$ cat src/rtl/ula_md.sv
// ula_md: iterative RV32M multiply/divide unit for the execute stage.
// Radix-2 shift-add multiply and restoring divide, one bit per cycle,
// with single-cycle resolution of divide-by-zero and signed overflow.
// Optional build macro: ULA_MD_FAST_ZERO_EN (zero operands resolve in one cycle).
module ula_md #(
  parameter int WIDTH = 32
) (
  input  logic             clk,
  input  logic             rst,
  input  logic             start,
  input  logic             flush,
  input  logic [2:0]       op,
  input  logic [WIDTH-1:0] data1_in,
  input  logic [WIDTH-1:0] data2_in,
  output logic             busy,
  output logic             done,
  output logic [WIDTH-1:0] data_out,
  output logic             zero
);

  localparam int CNT_W = $clog2(WIDTH) + 1;
  localparam logic [CNT_W-1:0] CNT_LAST = CNT_W'(WIDTH);
  localparam logic [WIDTH-1:0] MIN_NEG  = {1'b1, {(WIDTH-1){1'b0}}};

  localparam logic [2:0] OP_MULH   = 3'd1;
  localparam logic [2:0] OP_MULHSU = 3'd2;
  localparam logic [2:0] OP_DIV    = 3'd4;
  localparam logic [2:0] OP_REM    = 3'd6;

  typedef enum logic [1:0] {
    S_IDLE,
    S_CALC,
    S_DONE
  } state_t;

  state_t           state;
  logic [CNT_W-1:0] count;
  logic             spec;
  logic [2:0]       op_q;
  logic             neg_res;

  // Shared datapath: acc_hi is the product high half or the partial remainder,
  // acc_lo is the multiplier/product low half or the dividend/quotient,
  // opb is the multiplicand or the divisor.
  logic [WIDTH-1:0] acc_hi;
  logic [WIDTH-1:0] acc_lo;
  logic [WIDTH-1:0] opb;

  // Two's-complement negation when the sign flag is set.
  function automatic logic [WIDTH-1:0] apply_sign(input logic [WIDTH-1:0] v, input logic n);
    return n ? -v : v;
  endfunction

  function automatic logic signed [2*WIDTH-1:0] apply_sign2(input logic [2*WIDTH-1:0] v,
                                                            input logic n);
    return n ? $signed(-v) : $signed(v);
  endfunction

  // Launch decode
  logic             is_div;
  logic             sgn1, sgn2;
  logic             neg1, neg2;
  logic [WIDTH-1:0] mag1, mag2;
  logic             neg_launch;
  logic             div_zero, div_ovf, fast_zero;
  logic             spec_launch;
  logic [WIDTH-1:0] spec_res;
  logic             accept;

  assign is_div = op[2];
  assign sgn1   = (op == OP_MULH) || (op == OP_MULHSU) || (op == OP_DIV) || (op == OP_REM);
  assign sgn2   = (op == OP_MULH) || (op == OP_DIV) || (op == OP_REM);
  assign neg1   = sgn1 & data1_in[WIDTH-1];
  assign neg2   = sgn2 & data2_in[WIDTH-1];
  assign mag1   = apply_sign(data1_in, neg1);
  assign mag2   = apply_sign(data2_in, neg2);

  // Remainder follows the dividend's sign; quotient and product follow sign1^sign2.
  assign neg_launch = (is_div && op[1]) ? neg1 : (neg1 ^ neg2);

  assign div_zero = is_div && (data2_in == '0);
  assign div_ovf  = ((op == OP_DIV) || (op == OP_REM)) &&
                    (data1_in == MIN_NEG) && (data2_in == '1);
`ifdef ULA_MD_FAST_ZERO_EN
  assign fast_zero = is_div ? ((data1_in == '0) && (data2_in != '0))
                            : ((data1_in == '0) || (data2_in == '0));
`else
  assign fast_zero = 1'b0;
`endif
  assign spec_launch = div_zero || div_ovf || fast_zero;

  // Result of a one-cycle special case (fast-zero falls through to 0).
  always_comb begin
    spec_res = '0;
    if (div_zero)
      spec_res = op[1] ? data1_in : '1;
    else if (div_ovf)
      spec_res = op[1] ? '0 : MIN_NEG;
  end

  assign accept = start && !flush && (state != S_CALC);

  // Iteration step values
  logic [WIDTH:0]   mul_sum;
  logic [WIDTH:0]   rem_shift;
  logic [WIDTH:0]   rem_diff;
  logic             rem_ge;

  assign mul_sum   = {1'b0, acc_hi} + (acc_lo[0] ? {1'b0, opb} : '0);
  assign rem_shift = {acc_hi, acc_lo[WIDTH-1]};
  assign rem_diff  = rem_shift - {1'b0, opb};
  // Partial remainder stays below the divisor, so a set top bit means borrow.
  assign rem_ge    = ~rem_diff[WIDTH];

  // Final result selection with sign correction
  logic signed [2*WIDTH-1:0] prod_s;
  logic [WIDTH-1:0]          quo_s, rem_s;
  logic [WIDTH-1:0]          result;

  assign prod_s = apply_sign2({acc_hi, acc_lo}, neg_res);
  assign quo_s  = apply_sign(acc_lo, neg_res);
  assign rem_s  = apply_sign(acc_hi, neg_res);

  // Pick the requested half of the product, or quotient/remainder.
  always_comb begin
    result = '0;
    if (spec)
      result = acc_lo;
    else if (op_q[2])
      result = op_q[1] ? rem_s : quo_s;
    else if (op_q[1:0] == 2'd0)
      result = prod_s[WIDTH-1:0];
    else
      result = prod_s[2*WIDTH-1:WIDTH];
  end

  // Datapath: load magnitudes on launch, then one shift-add or restoring step per CALC cycle.
  always_ff @(posedge clk) begin
    if (accept) begin
      acc_hi <= '0;
      if (spec_launch) begin
        acc_lo <= spec_res;
        opb    <= '0;
      end else if (is_div) begin
        acc_lo <= mag1;
        opb    <= mag2;
      end else begin
        acc_lo <= mag2;
        opb    <= mag1;
      end
    end else if (state == S_CALC && !spec && count != CNT_LAST) begin
      if (op_q[2]) begin
        acc_hi <= rem_ge ? rem_diff[WIDTH-1:0] : rem_shift[WIDTH-1:0];
        acc_lo <= {acc_lo[WIDTH-2:0], rem_ge};
      end else begin
        acc_hi <= mul_sum[WIDTH:1];
        acc_lo <= {mul_sum[0], acc_lo[WIDTH-1:1]};
      end
    end
  end

  // Control FSM with registered busy/done and the held result.
  always_ff @(posedge clk or posedge rst) begin
    if (rst) begin
      state    <= S_IDLE;
      count    <= '0;
      busy     <= 1'b0;
      done     <= 1'b0;
      data_out <= '0;
      spec     <= 1'b0;
      op_q     <= '0;
      neg_res  <= 1'b0;
    end else if (flush) begin
      state <= S_IDLE;
      count <= '0;
      busy  <= 1'b0;
      done  <= 1'b0;
    end else begin
      case (state)
        S_CALC: begin
          if (spec || count == CNT_LAST) begin
            state    <= S_DONE;
            busy     <= 1'b0;
            done     <= 1'b1;
            data_out <= result;
          end else begin
            count <= count + 1'b1;
          end
        end
        default: begin
          done  <= 1'b0;
          busy  <= 1'b0;
          state <= S_IDLE;
          if (start) begin
            state   <= S_CALC;
            busy    <= 1'b1;
            count   <= '0;
            spec    <= spec_launch;
            op_q    <= op;
            neg_res <= neg_launch;
          end
        end
      endcase
    end
  end

  assign zero = (data_out == '0);

endmodule

$ cat config.mk
export PLATFORM = sky130hd
export DESIGN_NAME = ula_md
export DESIGN_NICKNAME = d
export VERILOG_FILES = /design/src/rtl/ula_md.sv
export SDC_FILE = /design/constraint.sdc
export NUM_CORES = 1
export LEC_CHECK = 0
export CORE_ASPECT_RATIO = 1.2
export CORE_UTILIZATION = 40
export CTS_CLUSTER_SIZE = 8
export DETAILED_ROUTE_END_ITERATION = 8
export DONT_BUFFER_PORTS = 1
export PLACE_DENSITY = 0.59
export SYNTH_ARGS = -nofsm -noshare
export SYNTH_HDL_FRONTEND = slang
export SYNTH_SLANG_ARGS = --single-unit
$ cat constraint.sdc
create_clock -name clk -period 3.4 [get_ports clk]
set_input_delay 0.68 -clock clk [delete_from_list [all_inputs] [get_ports clk]]
set_output_delay 0.68 -clock clk [all_outputs]
set_load 0.005 [all_outputs]
# Word-level counts from Yosys, hierarchy flattened
# Index checks and enable logic that the tools add are counted.
[word_totals] n_memories=0 ram_bits=0 wordCells=101 out_inout_bits=35 ff_bits=143 in_bits=71 romBits=0 latchBits=0
[classes] add_sub_neg=8 reduce_logical=26 shifts=0 n_mux=38 n_bitwise=6 n_eq_ne=12 multipliers=0 div=0 order_cmp=0
[ops] operator="2-to-1 mux 32 bit" count=21
[ops] operator="negation 32 bit" count=4
[ops] operator="equality test 32 bit, second input constant" count=2
[ops] operator="zero test 32 bit" count=2
[ops] operator="2-to-1 mux 64 bit" count=1
[ops] operator="negation 64 bit" count=1
[ops] operator="adder 32 x 32 -> 33 bit" count=1
[ops] operator="subtractor 33 x 32 -> 33 bit" count=1
[ops] operator="2-to-1 mux 6 bit" count=4
[ops] operator="2-to-1 mux 1 bit" count=9
[ops] operator="logical AND 1 bit" count=8
[ops] operator="logical OR 1 bit" count=8
[ops] operator="adder 6 x 1 -> 6 bit, second input constant" count=1
[ops] operator="equality test 3 bit, second input constant" count=2
[ops] operator="equality test 6 bit, second input constant" count=1
[ops] operator="2-to-1 mux 2 bit" count=3
[ops] operator="!= test 6 bit, second input constant" count=1
[ops] operator="AND reduction 3 bit" count=2
[ops] operator="equality test 3 x 1 -> 1 bit, second input constant" count=1
[ops] operator="equality test 3 x 2 -> 1 bit, second input constant" count=1
[ops] operator="!= test 3 x 2 -> 1 bit, second input constant" count=1
[ops] operator="!= test 3 bit, second input constant" count=1
[ops] operator="NOT 1 bit" count=3
[ops] operator="nonzero test 3 bit" count=1
[ops] operator="8 further kinds" count=10

# Depth between registers and ports, before layout
# Gate-level depths: netlist of the first run.
[logic_depth] depth_word=9 mapped_depth=14 ltp_nobuf=12

# Worst setup path before layout of the first run
# OpenSTA, ideal clock, no wires.
[synth_timing] kind="register to register" startpoint="register acc_hi[0]" endpoint="register acc_hi[6]" setup_ns=0.126 period_less_slack_ns=3.495 required_time_ns=3.274 stages_incl_launch_ff=14 path_buffers=3 setup_slack_ns=-0.095 arrival_time_ns=3.369 cell_sequence="dfxtp_1 -> clkbuf_1 -> inv_1 -> fa_1 -> nor2b_1 -> o31ai_1 -> a32oi_1 -> a311oi_1 -> o21ai_0 -> xor2_1 -> clkbuf_1 -> buf_2 -> mux2i_1 -> o21ai_0"
[synth_via] elab_chain_len=3 elab_cells_between_ends=4 cone_classes="2 x add/sub; 2 x mux"
[synth_lines] item="start: declaration" line="45" text="logic [WIDTH-1:0] acc_hi;"
[synth_lines] item="start signal: assignment" line="153" text="acc_hi <= rem_ge ? rem_diff[WIDTH-1:0] : rem_shift[WIDTH-1:0];"
[synth_lines] item="start signal: assignment" line="156" text="acc_hi <= mul_sum[WIDTH:1];"
[synth_lines] item="subtractor 33 x 32 -> 33 bit" line="111" text="assign rem_diff = rem_shift - {1'b0, opb};"
[synth_lines] item="2-to-1 mux 32 bit" line="153"
[synth_lines] item="2-to-1 mux 32 bit (*)" line="152" text="if (op_q[2]) begin"
# Every way passes the cells marked *; elsewhere a longest branch is shown, timed or not.
# A chain may end at the register's enable or synchronous reset.

# Worst setup path after layout of the first run
[layout_timing] startpoint="register opb[13]" endpoint="register acc_hi[30]"
[layout_via] elab_chain_len=3 elab_cells_between_ends=5 cone_classes="2 x add/sub; 3 x mux"
[layout_lines] item="start: declaration" line="47" text="logic [WIDTH-1:0] opb;"
[layout_lines] item="start signal: assignment" line="146" text="opb <= mag2;"
[layout_lines] item="start signal: assignment" line="149" text="opb <= mag1;"
[layout_lines] item="subtractor 33 x 32 -> 33 bit / 2-to-1 mux 32 bit (equally long branches)" line="111, 109"
[layout_lines] item="2-to-1 mux 32 bit / adder 32 x 32 -> 33 bit (equally long branches)" line="153, 109"
[layout_lines] item="2-to-1 mux 32 bit (*)" line="152"
# Marked as above.

==> impl_results.md, run 1 <==
- Status: complete, no violations
- Number of inserted filler cells in the final layout: 3,728
- Mean area per synthesized cell: 7.41 sq um
- Worst EP arrival: 3660 ps
- Post-synthesis share of cell area spent on full adders, half adders and majority gates: 6.10%
- Combinational family with the most area after synthesis: compound AO/OA/AOI/OAI gates
- Post-DP HPWL: 49.6 mm
- Kind of capture point of the worst setup path: flip-flop
- Slowest library cell on the worst path: a2111oi_0
- Detail-routed via count per cell: 6.30
- Type of element launching the critical path: flip-flop
- CP endpoint: acc_hi[30]
- Final layout net count: 2,280
- # rows: 77
- Number of antenna violations at the first check in global routing: 3
- Synthesis Warnings: 0
- Horiz. Die Dim: 180 um
- Fraction of synthesized cell area in xor and xnor cells: 10.8%
- Clock skew: 12.3 ps
- Clock insertion delay at the later pin of the skew report: 450 ps
- Setup slack on the worst flop-to-flop path: 50 ps
- Setup WS pre-CTS: -119 ps
- Max Root-Sink Buffers: 2
- Distinct cell type count of the synthesized netlist: 79
- Initial standard-cell utilization of the core: 40.9%
- Fraction of the mapped netlist area in compound gates: 28.2%
- Antenna viol nets, final: 0
- Required time of the worst setup path: 3710 ps
- Post-synthesis register bit count: 141
- TritonRoute pass-1 iters: 6
- Core utilization of the finished layout: 47.4%
- Post-synthesis instance total: 2,052
- Fraction of the cycle the final worst path needs: 98.5%
- Max VDD drop: 398 uV
- R2R Path Start: opb[13]
- Worst Setup SP: opb[13]
- GPL Wtd Cong: 1.03
- Post-synthesis sequential area ratio: 24.2%
- Fmax: 299 MHz
- Leading cell types by count after synthesis: nand2_1 (216), a21oi_1 (202), o21ai_0 (199)
- Post-synthesis share of cell area spent on and, or, nand and nor gates: 20.7%
- Final setup viols: 0
- Number of synthesized flops with an enable pin: 64
- Share of layout cells above drive strength 1: 14.8%
- Most used standard cell by instance count after synthesis: nand2_1
- Crit-path cells: inv_1 > ha_1 > a21oi_1 > buf_4 > nor2_1 > a2111oi_0 > o31ai_2 > a221o_1 > a211o_1 > a311oi_1 > a211oi_1
- Worst-Margin Slew: 1070 ps
- Filler-free cell count of the finished design: 2,624
- Global route total overflow: 0
- Pins over their slew limit: 0
- Post-Synthesis Net Count: 2,196
- CP max FO: 6
- Global-route wire length before repair: 95.4 mm
- Yosys top cell by area: edfxtp_1
- Worst reg-to-reg path cell count: 11
- Number of design-rule violations left by the first detailed-router iteration: 1,570
- Post-route worst setup slack: 50.9 ps
- Total power per unit cell area: 664 mW/mm^2
- Core ar.: 0.0372 sq mm
- Static power due to leakage: 7.18 nW
- Min cycle time layout: 3350 ps
- Routed Wire Length: 63.4 mm
- Proportion of register bits with asynchronous set or reset after synthesis: 31.9%
- Setup_tns: 0 ps
- Largest incremental delay on the critical path: 600 ps
- Average wire length per cell after detail routing: 24.2 um
- Area of the mapped netlist: 0.0152 sq mm
- Layout area overhead: 15.8%
- Clock-pin slew of the registers on the worst-case setup and hold paths: 70 ps
- Clock tree root buffer cell: clkbuf_16
- Instance count after placement with tap cells included: 2,587
- Worst slew margin relative to its limit: 28.8%
- Yosys top cell area share: 12.6%
- DRC viols: 0
- Number of global-route vias before repair: 15,907
- Worst Setup Path Type: reg -> reg
- Share of synthesized area spent on multiplexers: 4.39%
- Die footprint: 0.0388 sq mm
- Worst min-delay path class: in -> reg
- Num ports: 106
- Top post-synthesis cells by area: edfxtp_1 (13%), dfrtp_1 (7.4%), a21oi_1 (6.6%)
- Die boundary height: 216 um
- Clock tree from TritonCTS: done
- Number of buffers created by CTS: 17
- H-tree depth: 4
- Worst reg2reg endpoint: acc_hi[30]
- Maximum number of pins on one net before global-route repair: 108
- Number of I/O port buffers: 0
- Max-cap violations: 0
- CTS hold repair buffers: 0
- Final Hold Fails: 0
- Total GRT Usage: 32.4%
- Most instantiated flip-flop cell in the synthesis netlist: edfxtp_1
- Total number of vias: 16,538
- Total clock sinks: 141
## layout make-up
type	instances	area [sq um]	area share, %
timing repair buffer	212	1630	9.27
sequential	141	3690	21.0
multi-input combinational	1688	10800	61.3
clock inverter	13	150	0.852
tap	474	593	3.37
inverter	76	285	1.62
clock buffer	19	464	2.63
antenna	1	2.50	0.0142
## flip-flops by register name, indices dropped and copies added (netlist names)
signal    cells
acc_hi       32
acc_lo       32
data_out     32
opb          32
count         6
op_q          3
done          1
neg_res       1
spec          1
state         1
## stage by stage
stage	total power [mW]	hold WS, ps	instance area, sq um
2_1_floorplan	7.04	495	15200
3_3_place_gp	9.40	528	16900
3_5_place_dp	9.46	532	16900
4_1_cts	11.5	262	17500
5_1_grt	12.4	267	17600
6_report	11.7	279	17600
## how the worst min path moves through the flow
| stage | from | endpoint | slack, ps | cells after the start |
|---|---|---|---|---|
| after floorplan | data_out[8] | data_out[8] | 490 | 2 |
| after global placement | data_out[16] | data_out[16] | 530 | 2 |
| after detailed placement | data_out[16] | data_out[16] | 530 | 2 |
| after CTS | flush | count[0] | 260 | 1 |
| after global routing | flush | state[0] | 270 | 1 |
| final | flush | count[0] | 280 | 1 |
## power by group
| group | internal (mW) | switching, mW | total [mW] |
|---|---|---|---|
| combinational | 2.78 | 4.13 | 6.90 |
| sequential | 2.24 | 0.539 | 2.78 |
| clock | 1.16 | 0.864 | 2.02 |
## layout by cell type, fill, tap and decap left out, types with 15 or more instances in the layout
master / instances
clkbuf_16: 18
buf_4: 208
o21a_1: 15
ha_1: 70
a211oi_1: 16
o21ai_0: 196
o221ai_1: 18
mux2i_1: 51
nor2_1: 194
nor3_1: 31
inv_1: 72
or3_1: 24
nand2b_1: 17
o31ai_1: 28
or4_1: 16
nand2_1: 216
o211ai_1: 39
edfxtp_1: 64
xnor2_1: 106
nand4_1: 23
a21oi_1: 201
dfrtp_1: 42
dfxtp_1: 32
a31oi_1: 36
xor2_1: 80
nand3_1: 48
a21o_1: 30
nor4_1: 27
## layer usage
| layer | track usage (%) | share of wire, % | vias to the layer above | wire [um] |
|---|---|---|---|---|
| li1 | - | - | 7676 | - |
| met1 | 39.4 | 39 | 7884 | 25000 |
| met2 | 53.2 | 46 | 789 | 29400 |
| met3 | 5.87 | 7.7 | 187 | 4900 |
| met4 | 20.1 | 6.4 | 2 | 4050 |
| met5 | 0 | 0.027 | - | 17 |
## logic make-up (layout without fill, tap and decap cells)
family,count (synthesis),after routing
fa+ha+maj,73,73
xor+xnor,188,188
other cells,0,1
flops,141,141
compound gates,695,695
simple gates,669,669
mux,63,63
buf+inv,223,320
## critical path: cells and delay by family, from the launching register on
family	cells	cell delay, ps
buf+inv	2	350
compound gates	7	2110
simple gates	1	40
fa+ha+maj	1	350
flops	1	370
## what timing repair did
item	CTS	global route
endpoints found under the setup margin	6	29
gates resized for setup	3	20
pin swaps	0	12
setup buffers	0	4
Note: power is estimated with default switching activity, not from simulation.
==> inputs of run 2 (changes only) <==
--- a/config.mk
+++ b/config.mk
@@ -7,6 +7,7 @@
 export LEC_CHECK = 0
 export CORE_ASPECT_RATIO = 1.2
 export CORE_UTILIZATION = 40
+export CTS_CLUSTER_DIAMETER = 50
 export CTS_CLUSTER_SIZE = 8
 export DETAILED_ROUTE_END_ITERATION = 8
 export DONT_BUFFER_PORTS = 1
==> results of run 2 <==
The final DEF is identical to that of run 1; final timing and power are the same.
==> inputs of run 3 (changes only) <==
--- a/config.mk
+++ b/config.mk
@@ -5,6 +5,7 @@
 export SDC_FILE = /design/constraint.sdc
 export NUM_CORES = 1
 export LEC_CHECK = 0
+export CAP_MARGIN = 5
 export CORE_ASPECT_RATIO = 1.2
 export CORE_UTILIZATION = 40
 export CTS_CLUSTER_DIAMETER = 50
==> results of run 3 <==
The final DEF is identical to that of run 1; final timing and power are the same.
